`src/rtl/multicycle_ctrl.sv`:
```
// rtl/multicycle_ctrl.sv - Moore FSM sequencer for the multi-cycle MIPS datapath
//
// Purpose: steps one shared PC/IR/ALU/memory path through FETCH..WB for the
// supported R/I/J instructions, issuing per-state control strobes. Memory
// accesses use a req/ack handshake with a wait-cycle timeout; retired
// instructions are counted.
//
// Ports:
//   clk, rstn             clock (rising edge), async active-low reset
//   Op, Funct             IR[31:26] / IR[5:0], stable from DECODE to next FETCH
//   Zero                  ALU zero flag, used in BRANCH
//   mem_ack / mem_req     memory handshake; MemWrite qualifies mem_req as a write
//   PCWrite, IRWrite      PC / IR load enables
//   RegWrite              register file write enable
//   ALUSrcA, ALUSrcB      ALU operand selects (A: 0=PC 1=rs; B: 00=rt 01=4 10=imm)
//   EXTOp                 1=sign-extend immediate
//   ALUOp                 1 ADD 2 SUB 3 AND 4 OR 5 SLT 6 SLTU 7 SLL 8 NOR/LUI 0 NOP
//   NPCOp                 00 PLUS4, 01 BRANCH, 10 JUMP
//   GPRSel, WDSel         write register (rd/rt/$31) and write data (ALU/MEM/PC)
//   instr_done            pulse in the final state of each instruction
//   instr_cnt             retired-instruction count, wraps
//   err                   sticky error (illegal instruction or memory timeout)
module multicycle_ctrl #(
  parameter int MEM_TIMEOUT = 15,
  parameter int CNT_W       = 32
) (
  input  logic             clk,
  input  logic             rstn,
  input  logic [5:0]       Op,
  input  logic [5:0]       Funct,
  input  logic             Zero,
  input  logic             mem_ack,
  output logic             mem_req,
  output logic             MemWrite,
  output logic             PCWrite,
  output logic             IRWrite,
  output logic             RegWrite,
  output logic             ALUSrcA,
  output logic [1:0]       ALUSrcB,
  output logic             EXTOp,
  output logic [3:0]       ALUOp,
  output logic [1:0]       NPCOp,
  output logic [1:0]       GPRSel,
  output logic [1:0]       WDSel,
  output logic             instr_done,
  output logic [CNT_W-1:0] instr_cnt,
  output logic             err
);

  localparam logic [3:0] S_IDLE   = 4'd0,  S_FETCH  = 4'd1,  S_DECODE = 4'd2,
                         S_EXEC   = 4'd3,  S_RWB    = 4'd4,  S_MEMADR = 4'd5,
                         S_MEMRD  = 4'd6,  S_MEMWB  = 4'd7,  S_MEMWR  = 4'd8,
                         S_BRANCH = 4'd9,  S_JUMP   = 4'd10, S_ERR    = 4'd11;

  localparam logic [5:0] OP_R   = 6'h00, OP_J   = 6'h02, OP_JAL = 6'h03,
                         OP_BEQ = 6'h04, OP_ADDI = 6'h08, OP_ORI = 6'h0d,
                         OP_LUI = 6'h0f, OP_LW  = 6'h23, OP_SW  = 6'h2b;

  localparam logic [3:0] ALU_NOP = 4'd0, ALU_ADD = 4'd1, ALU_SUB = 4'd2,
                         ALU_AND = 4'd3, ALU_OR  = 4'd4, ALU_SLT = 4'd5,
                         ALU_SLTU = 4'd6, ALU_SLL = 4'd7, ALU_NOR = 4'd8;

  localparam int TW = (MEM_TIMEOUT > 1) ? $clog2(MEM_TIMEOUT + 1) : 1;

  logic [3:0]    state, state_d;
  logic [TW-1:0] tcnt, tcnt_d;
  logic [3:0]    dec_aluop;
  logic          dec_legal;
  logic          is_r;
  logic          mem_state;
  logic          timeout_hit;

  assign is_r = (Op == OP_R);

  // Instruction decode: ALU operation and legality of the current Op/Funct.
  always_comb begin
    dec_aluop = ALU_NOP;
    dec_legal = 1'b1;
    case (Op)
      OP_R: begin
        case (Funct)
          6'h20, 6'h21: dec_aluop = ALU_ADD;
          6'h22, 6'h23: dec_aluop = ALU_SUB;
          6'h24:        dec_aluop = ALU_AND;
          6'h25:        dec_aluop = ALU_OR;
          6'h27:        dec_aluop = ALU_NOR;
          6'h2a:        dec_aluop = ALU_SLT;
          6'h2b:        dec_aluop = ALU_SLTU;
          6'h00:        dec_aluop = ALU_SLL;
          default:      dec_legal = 1'b0;
        endcase
      end
      OP_ADDI, OP_LW, OP_SW: dec_aluop = ALU_ADD;
      OP_ORI:                dec_aluop = ALU_OR;
      OP_LUI:                dec_aluop = ALU_NOR;
      OP_BEQ:                dec_aluop = ALU_SUB;
      OP_J, OP_JAL:          dec_aluop = ALU_NOP;
      default:               dec_legal = 1'b0;
    endcase
  end

  assign mem_state = (state == S_FETCH) || (state == S_MEMRD) || (state == S_MEMWR);

  // The counter holds the number of wait cycles already spent; once it has
  // reached the limit, one more unacknowledged cycle aborts. An ack in that
  // same cycle still completes the access.
  assign timeout_hit = (MEM_TIMEOUT != 0) && mem_state && !mem_ack &&
                       (tcnt == TW'(MEM_TIMEOUT));

  always_comb begin
    tcnt_d = '0;
    if ((MEM_TIMEOUT != 0) && mem_state && !mem_ack && !timeout_hit)
      tcnt_d = tcnt + 1'b1;
  end

  always_comb begin
    state_d = state;
    case (state)
      S_IDLE:   state_d = S_FETCH;
      S_FETCH:  if (mem_ack) state_d = S_DECODE;
      S_DECODE: begin
        if (!dec_legal) state_d = S_ERR;
        else begin
          case (Op)
            OP_R, OP_ADDI, OP_ORI, OP_LUI: state_d = S_EXEC;
            OP_LW, OP_SW:                  state_d = S_MEMADR;
            OP_BEQ:                        state_d = S_BRANCH;
            OP_J, OP_JAL:                  state_d = S_JUMP;
            default:                       state_d = S_ERR;
          endcase
        end
      end
      S_EXEC:   state_d = S_RWB;
      S_RWB:    state_d = S_FETCH;
      S_MEMADR: state_d = (Op == OP_LW) ? S_MEMRD : S_MEMWR;
      S_MEMRD:  if (mem_ack) state_d = S_MEMWB;
      S_MEMWB:  state_d = S_FETCH;
      S_MEMWR:  if (mem_ack) state_d = S_FETCH;
      S_BRANCH: state_d = S_FETCH;
      S_JUMP:   state_d = S_FETCH;
      S_ERR:    state_d = S_ERR;
      default:  state_d = S_ERR;
    endcase
    if (timeout_hit) state_d = S_ERR;
  end

  always_ff @(posedge clk or negedge rstn) begin
    if (!rstn) begin
      state     <= S_IDLE;
      tcnt      <= '0;
      instr_cnt <= '0;
    end else begin
      state <= state_d;
      tcnt  <= tcnt_d;
      if (instr_done) instr_cnt <= instr_cnt + 1'b1;
    end
  end

  always_comb begin
    mem_req    = 1'b0;
    MemWrite   = 1'b0;
    PCWrite    = 1'b0;
    IRWrite    = 1'b0;
    RegWrite   = 1'b0;
    ALUSrcA    = 1'b0;
    ALUSrcB    = 2'b00;
    EXTOp      = 1'b0;
    ALUOp      = ALU_NOP;
    NPCOp      = 2'b00;
    GPRSel     = 2'b00;
    WDSel      = 2'b00;
    instr_done = 1'b0;
    err        = 1'b0;
    case (state)
      S_FETCH: begin
        mem_req = 1'b1;
        ALUSrcB = 2'b01;
        ALUOp   = ALU_ADD;
        IRWrite = mem_ack;
        PCWrite = mem_ack;
      end
      S_EXEC, S_RWB: begin
        ALUSrcA = 1'b1;
        ALUSrcB = is_r ? 2'b00 : 2'b10;
        ALUOp   = dec_aluop;
        EXTOp   = (Op == OP_ADDI);
        if (state == S_RWB) begin
          RegWrite   = 1'b1;
          GPRSel     = is_r ? 2'b00 : 2'b01;
          instr_done = 1'b1;
        end
      end
      S_MEMADR, S_MEMRD, S_MEMWR: begin
        ALUSrcA = 1'b1;
        ALUSrcB = 2'b10;
        EXTOp   = 1'b1;
        ALUOp   = ALU_ADD;
        mem_req = (state != S_MEMADR);
        if (state == S_MEMWR) begin
          MemWrite   = 1'b1;
          instr_done = mem_ack;
        end
      end
      S_MEMWB: begin
        RegWrite   = 1'b1;
        GPRSel     = 2'b01;
        WDSel      = 2'b01;
        instr_done = 1'b1;
      end
      S_BRANCH: begin
        ALUSrcA    = 1'b1;
        ALUOp      = ALU_SUB;
        NPCOp      = 2'b01;
        PCWrite    = Zero;
        instr_done = 1'b1;
      end
      S_JUMP: begin
        NPCOp      = 2'b10;
        PCWrite    = 1'b1;
        instr_done = 1'b1;
        if (Op == OP_JAL) begin
          RegWrite = 1'b1;
          GPRSel   = 2'b10;
          WDSel    = 2'b10;
        end
      end
      S_ERR:   err = 1'b1;
      default: ;
    endcase
  end

endmodule

```
`config.mk`:
```
export PLATFORM = sky130hd
export DESIGN_NAME = multicycle_ctrl
export DESIGN_NICKNAME = d
export VERILOG_FILES = /design/src/rtl/multicycle_ctrl.sv
export SDC_FILE = /design/constraint.sdc
export NUM_CORES = 1
export LEC_CHECK = 0
export CAP_MARGIN = 10
export CORE_MARGIN = 5
export CORE_UTILIZATION = 50
export CTS_CLUSTER_DIAMETER = 50
export DETAILED_ROUTE_END_ITERATION = 8
export PLACE_DENSITY = 0.86
export REMOVE_ABC_BUFFERS = 1
export SLEW_MARGIN = 20
export SYNTH_ARGS = -nofsm -noshare
export SYNTH_HDL_FRONTEND = slang
export SYNTH_SLANG_ARGS = --single-unit
```
`constraint.sdc`:
```
create_clock -name clk -period 2.85 [get_ports clk]
set_clock_uncertainty 0.15 [all_clocks]
set_input_delay 0.4275 -clock clk [delete_from_list [all_inputs] [get_ports clk]]
set_output_delay 0.4275 -clock clk [all_outputs]
set_load 0.02 [all_outputs]
```
==> reports/results.ini, run 1 <==
[sta]
max_slew_margin_pct=41.7
maxSlewViolCount=0
tightest_slew_ps=875
max_freq_mhz=363
rsz0062_at_grt=false
timing_hold_violations_final=0
timing.final.crit_share_pct=96.5
setup_viol=0
fin_crit_ps=2750
tns_ps=0

[die]
rows=27
start_util_pct=50.9
ios=69
fp.dieArea_mm2=0.00716
coreArea_mm2=0.00547
die_w_um=84.6
fp.dieH_um=84.6

[clock_tree]
postCtsSetupRepairBufs=0
clock_sinks=40
postCtsHoldBufs=0
clk-insertion-delay-late_ps=300
cts_max_level=2
cts.path.max_buffers=2
cts_tree=yes
clockRootBuffer=clkbuf_8
clkSlewWorstSetupHoldPaths_ps=80
cts_made_buffers=5

[yosys]
synth_ff_type=dfrtp_1
synthesis.area_mm2=0.00278
ys_seq_area_share_pct=36.0
yosysUniqueCellTypes=60
synth-seq-cells=40
synth_edf_count=0
yosys_warnings=0
async_flop_share_pct=100
syn_avg_cell_area_um2=8.70
synthCells=320

[setup_path]
crit_type=in -> out
cp.required_ps=2270
r2r_end=instr_cnt[12]
ff2ff_setup_slack_ps=480
crit_path_end_kind=primary output
critPathArrivalTime_ps=2170
crit_chain=clkdlybuf4s50_1 -> nor4_2 -> buf_4 -> nand2_1 -> o21ai_0 -> mux2_2 -> o21ai_0 -> dlygate4sd1_1
cp_max_fo=6
cpMostUsedCell=o21ai_0
crit_start=Op[1]
r2r_cells=6
worstReg2RegStart=state[2]
startpoint_type=input port
slowest_delay_ps=590
slowest_stage=clkdlybuf4s50_1
crit_end=ALUSrcB[1]

[detailed_routing]
wl_per_cell_um=16.0
vias=2884
ant_nets=0
drt_iter0_markers=136
routed_wl_um=7940
drc=0
viasPerCell=5.83
firstDrtPassIters=6

[global_routing]
track_usage_pct=22.6
grt_overflow=0
grt_max_degree=41
grt_pass1_vias=2944
grt_pass1_wl_um=13400
antenna_found_initial=0

[power_and_ir_drop]
peakVddDrop_mv=0.475
seqPwrFrac_pct=28.0
leakagePower_nw=1.69
clkPwrFrac_pct=12.2
internal_power_mw=1.64
switching_share_pct=45.0
powerDensity_mw_per_mm2=759
power_mw=2.98
power.switching_mw=1.34
pwr-share-comb_pct=59.8

[placed_design]
dp_hpwl_um=6080
port_buffers=68
place.gp.congestion=0.906
dpl-instance-area_mm2=0.00383

[run_status]
status=complete, no violations

[final_layout]
fin_area_mm2=0.00393
layout_commonest_cell=clkdlybuf4s50_1
diodes=0
drive_gt1_share_pct=18.7
multi_input_area_mm2=0.00170
final_cell_mix=55 x clkdlybuf4s50_1, 47 x buf_4, 36 x dfrtp_1
nNetsFinal=441
fillers=431
seq_area_mm2=0.00101
area_delta_synth_final_pct=41.1

[run]
max-cap-violations=0

[worst_hold_path]
hold_class=in -> async

## layout make-up
class,count,share of cell area [%]
Multi-Input combinational cell,252,43.4
Tap cell,72,2.29
Timing Repair Buffer,115,25.8
Clock inverter,2,0.318
Sequential cell,40,25.6
Clock buffer,5,1.75
Inverter,9,0.860
## critical path: cells and delay by family
kind / cells / cell delay [ps]
buffers and inverters: 3 / 1080
muxes: 1 / 260
AOI/OAI and AO/OA: 2 / 230
and+or+nand+nor: 2 / 180
## through the flow
stage / hold slack [ps] / std cells / setup slack (ps) / utilization, %
floorplan: -18.1 / 301 / 349 / -
global placement: 297 / 488 / -296 / 69.9
detailed placement: 317 / 488 / -305 / 69.9
CTS: 124 / 495 / 3.40 / 71.5
global route: 183 / 495 / 6.12 / 71.8
finish: 95.3 / 495 / 98.4 / 71.8
## cell families (layout without fill, tap and decap cells)
family,Yosys count,in the layout,share of synthesized area [%]
AOI/OAI and AO/OA,60,60,15.9
adders and majority gates,3,3,1.26
buffers and inverters,28,131,3.95
and+or+nand+nor,152,152,31.1
muxes,3,3,1.17
DFF,40,40,36.0
xor gates and xnor gates,34,34,10.7
## state kept, by name, summed over array words and instances, names as in the netlist
| name | count |
|---|---|
| instr_cnt | 32 |
| state | 4 |
| tcnt | 4 |
## routing by layer
layer	global-route usage (%)	part of all wire, %	vias to the layer above
met3	3.04	5.2	19
met5	0	0	-
li1	-	-	1378
met1	27.1	42	1382
met2	40.1	50	105
met4	9.78	2.5	0
## cell usage after synthesis (2+ instances only)
cell | number | area share (%)
and2_1 | 8 | 1.8
a31oi_1 | 4 | 0.90
ha_1 | 2 | 0.90
nand2_1 | 26 | 3.5
nor4_1 | 3 | 0.67
nand4b_1 | 2 | 0.63
and2b_1 | 2 | 0.54
xor2_1 | 6 | 1.9
o21ai_0 | 11 | 2.0
inv_1 | 9 | 1.2
and3_1 | 14 | 3.1
nand4_1 | 12 | 2.7
dfrtp_1 | 40 | 36
nor4b_1 | 2 | 0.63
and4b_1 | 2 | 0.72
o31ai_1 | 3 | 0.81
nand3_1 | 19 | 3.4
o311ai_0 | 2 | 0.63
a22oi_1 | 3 | 0.81
a21oi_1 | 10 | 1.8
nor2b_1 | 2 | 0.45
nand2b_1 | 6 | 1.3
nor4b_4 | 2 | 1.7
buf_2 | 4 | 0.72
xnor2_1 | 28 | 8.8
mux2_2 | 2 | 0.81
a211o_1 | 2 | 0.63
clkbuf_1 | 14 | 1.9
a21o_1 | 2 | 0.54
a32oi_1 | 2 | 0.63
or3_1 | 4 | 0.90
a2111oi_0 | 2 | 0.63
nor2_1 | 28 | 3.8
o32ai_1 | 4 | 1.3
nor3_1 | 12 | 2.2
o31a_1 | 2 | 0.63
## worst min path at each step
stage / endpoint / depth (start not counted)
CTS: instr_cnt[15] / 1
detailed placement: instr_cnt[31] / 1
floorplan: instr_cnt[0] / 0
global route: instr_cnt[15] / 1
global placement: tcnt[0] / 1
finish: instr_cnt[15] / 1
## power groups by stage
stage	sequential, mW	clock (mW)	combinational (mW)
finish	0.835	0.364	1.78
global route	0.851	0.398	1.93
CTS	0.829	0.365	1.78
detailed placement	0.835	0	1.80
global placement	0.824	0	1.76
floorplan	0.896	0	0.906
## timing repair
| item | CTS | global route |
|---|---|---|
| pin swaps | 0 | 1 |
| setup endpoints to repair | 10 | 10 |
| gates resized for setup | 14 | 21 |
(Power assumes the default switching activity.)
==> run 2, diff against run 1 <==
PLACE_DENSITY = 0.79   (was 0.86)
==> run 2 against run 1 <==
Effect of this change:
- fmax is 0.37% lower
- largest power group unchanged
- highest routed layer unchanged
- critical path type is now reg -> out
- routed wire length is 1.1% higher
- non-clock buffer count is 6 higher
- clock power is 27% higher
==> reports/results.ini, run 2 (synthesis results as in run 1) <==
[run_status]
status=complete, no violations

[clock_tree]
clockRootBuffer=clkbuf_8
cts_made_buffers=5
cts_resized=18
postCtsHoldBufs=0
cts_tree=yes
postCtsSetupRepairBufs=0
clock_sinks=40
clk-insertion-delay-late_ps=290
cts.path.max_buffers=2
cts_max_level=2
clkSlewWorstSetupHoldPaths_ps=80

[final_layout]
fin_area_mm2=0.00403
nNetsFinal=447
reg_top3=instr_cnt x32, state x4, tcnt x4
area_delta_synth_final_pct=44.7
drive_gt1_share_pct=19.8
regMostFlops=instr_cnt
seq_area_mm2=0.00100
diodes=0
final_cell_mix=54 x clkdlybuf4s50_1, 53 x buf_4, 37 x dfrtp_1
fillers=421
multi_input_area_mm2=0.00174
layout_commonest_cell=clkdlybuf4s50_1
largest_reg_flops=32

[detailed_routing]
drc=0
firstDrtPassIters=4
wl_per_cell_um=16.0
routed_wl_um=8030
drt_iter0_markers=147
vias=2901
ant_nets=0
viasPerCell=5.78

[setup_path]
critPathTopFamily=buffers and inverters
startpoint_type=register
cp.required_ps=2270
cp_num_buf_inv=3
crit_path_end_kind=primary output
slowest_stage=clkdlybuf4s50_1
cp_max_fo=8
crit_chain=buf_4 -> nand2b_2 -> nor2_1 -> buf_4 -> a211o_1 -> clkdlybuf4s50_1
slowest_delay_ps=600
cpMostUsedCell=buf_4
critPathArrivalTime_ps=2180
crit_type=reg -> out

[run]
max-cap-violations=0

[sta]
timing.final.crit_share_pct=96.9
max_slew_margin_pct=42.2
setup_viol=0
fin_crit_ps=2760
whs_ps=93.0
timing_hold_violations_final=0
finalWorstSetupSlack_ps=88.2
max_freq_mhz=362
maxSlewViolCount=0
tightest_slew_ps=867
rsz0062_at_grt=true

[global_routing]
grt_max_degree=41
antenna_found_initial=0
grt_overflow=0
track_usage_pct=22.5
grt_pass1_wl_um=13300
grt_pass1_vias=2772

[die]
fp.dieH_um=84.6
ios=69
coreArea_mm2=0.00547
rows=27
die_w_um=84.6
start_util_pct=50.9
fp.dieArea_mm2=0.00716

[placed_design]
dpl_worst_slack_ps=-392
dp_hpwl_um=6110
place.gp.congestion=0.898
port_buffers=68
dpl-instance-area_mm2=0.00387

[power_and_ir_drop]
leakagePower_nw=1.72
peakVddDrop_mv=0.424
powerDensity_mw_per_mm2=768

[worst_hold_path]
hold_class=in -> async

-- run 2: cell count changes in the layout (fill, tap and decap cells not counted), sizes merged --
cell / delta
clkdlybuf4s15: +1
dlygate4sd2: +2
clkdlybuf4s50: -1
clkinvlp: -1
dlymetal6s2s: -1
buf: +7
bufinv: +1
dlygate4sd1: -1
-- run 2: layout make-up --
class / instances / share of cell area [%]
clock buffers: 6 / 1.80
flip-flops and latches: 40 / 24.9
multi-input cells: 252 / 43.1
well taps: 72 / 2.24
inverters: 9 / 0.839
clock inverters: 2 / 0.870
repair buffers: 121 / 26.2
-- run 2: metal layers --
metal,part of all wire (%),global-route usage (%),vias to the layer above
met1,42,28.4,1388
met4,1.4,8.06,0
li1,-,-,1391
met3,6.5,4.42,11
met5,0,0,-
met2,50,38.4,111
-- run 2: report_power, final --
group	switching (mW)	leakage [nW]	total [mW]	internal, mW
combinational	1.01	1.14	1.82	0.813
sequential	0.154	0.526	0.813	0.659
clock	0.202	0.0552	0.462	0.260
-- run 2: path summary, 6_finish.rpt --
check	cells after the start	start	endpoint	slack, ps
setup / recovery	6	state[2]	PCWrite	90
hold / removal	1	rstn	instr_cnt[14]	90
setup reg to reg	7	state[2]	instr_cnt[26]	320
hold reg to reg	1	tcnt[0]	tcnt[0]	320
max in group asynchronous	1	rstn	state[1]	1850
min in group clk	1	tcnt[0]	tcnt[0]	320
-- run 2: stage by stage --
step | power (mW) | util, % | TNS, ps | std cells
2_1_floorplan | 1.80 | - | 0 | 301
4_1_cts | 3.08 | 72.7 | 0 | 502
3_5_place_dp | 2.64 | 70.7 | -1950 | 494
5_1_grt | 3.29 | 73.6 | -62.6 | 502
3_3_place_gp | 2.62 | 70.7 | -1220 | 494
6_report | 3.10 | 73.6 | 0 | 502
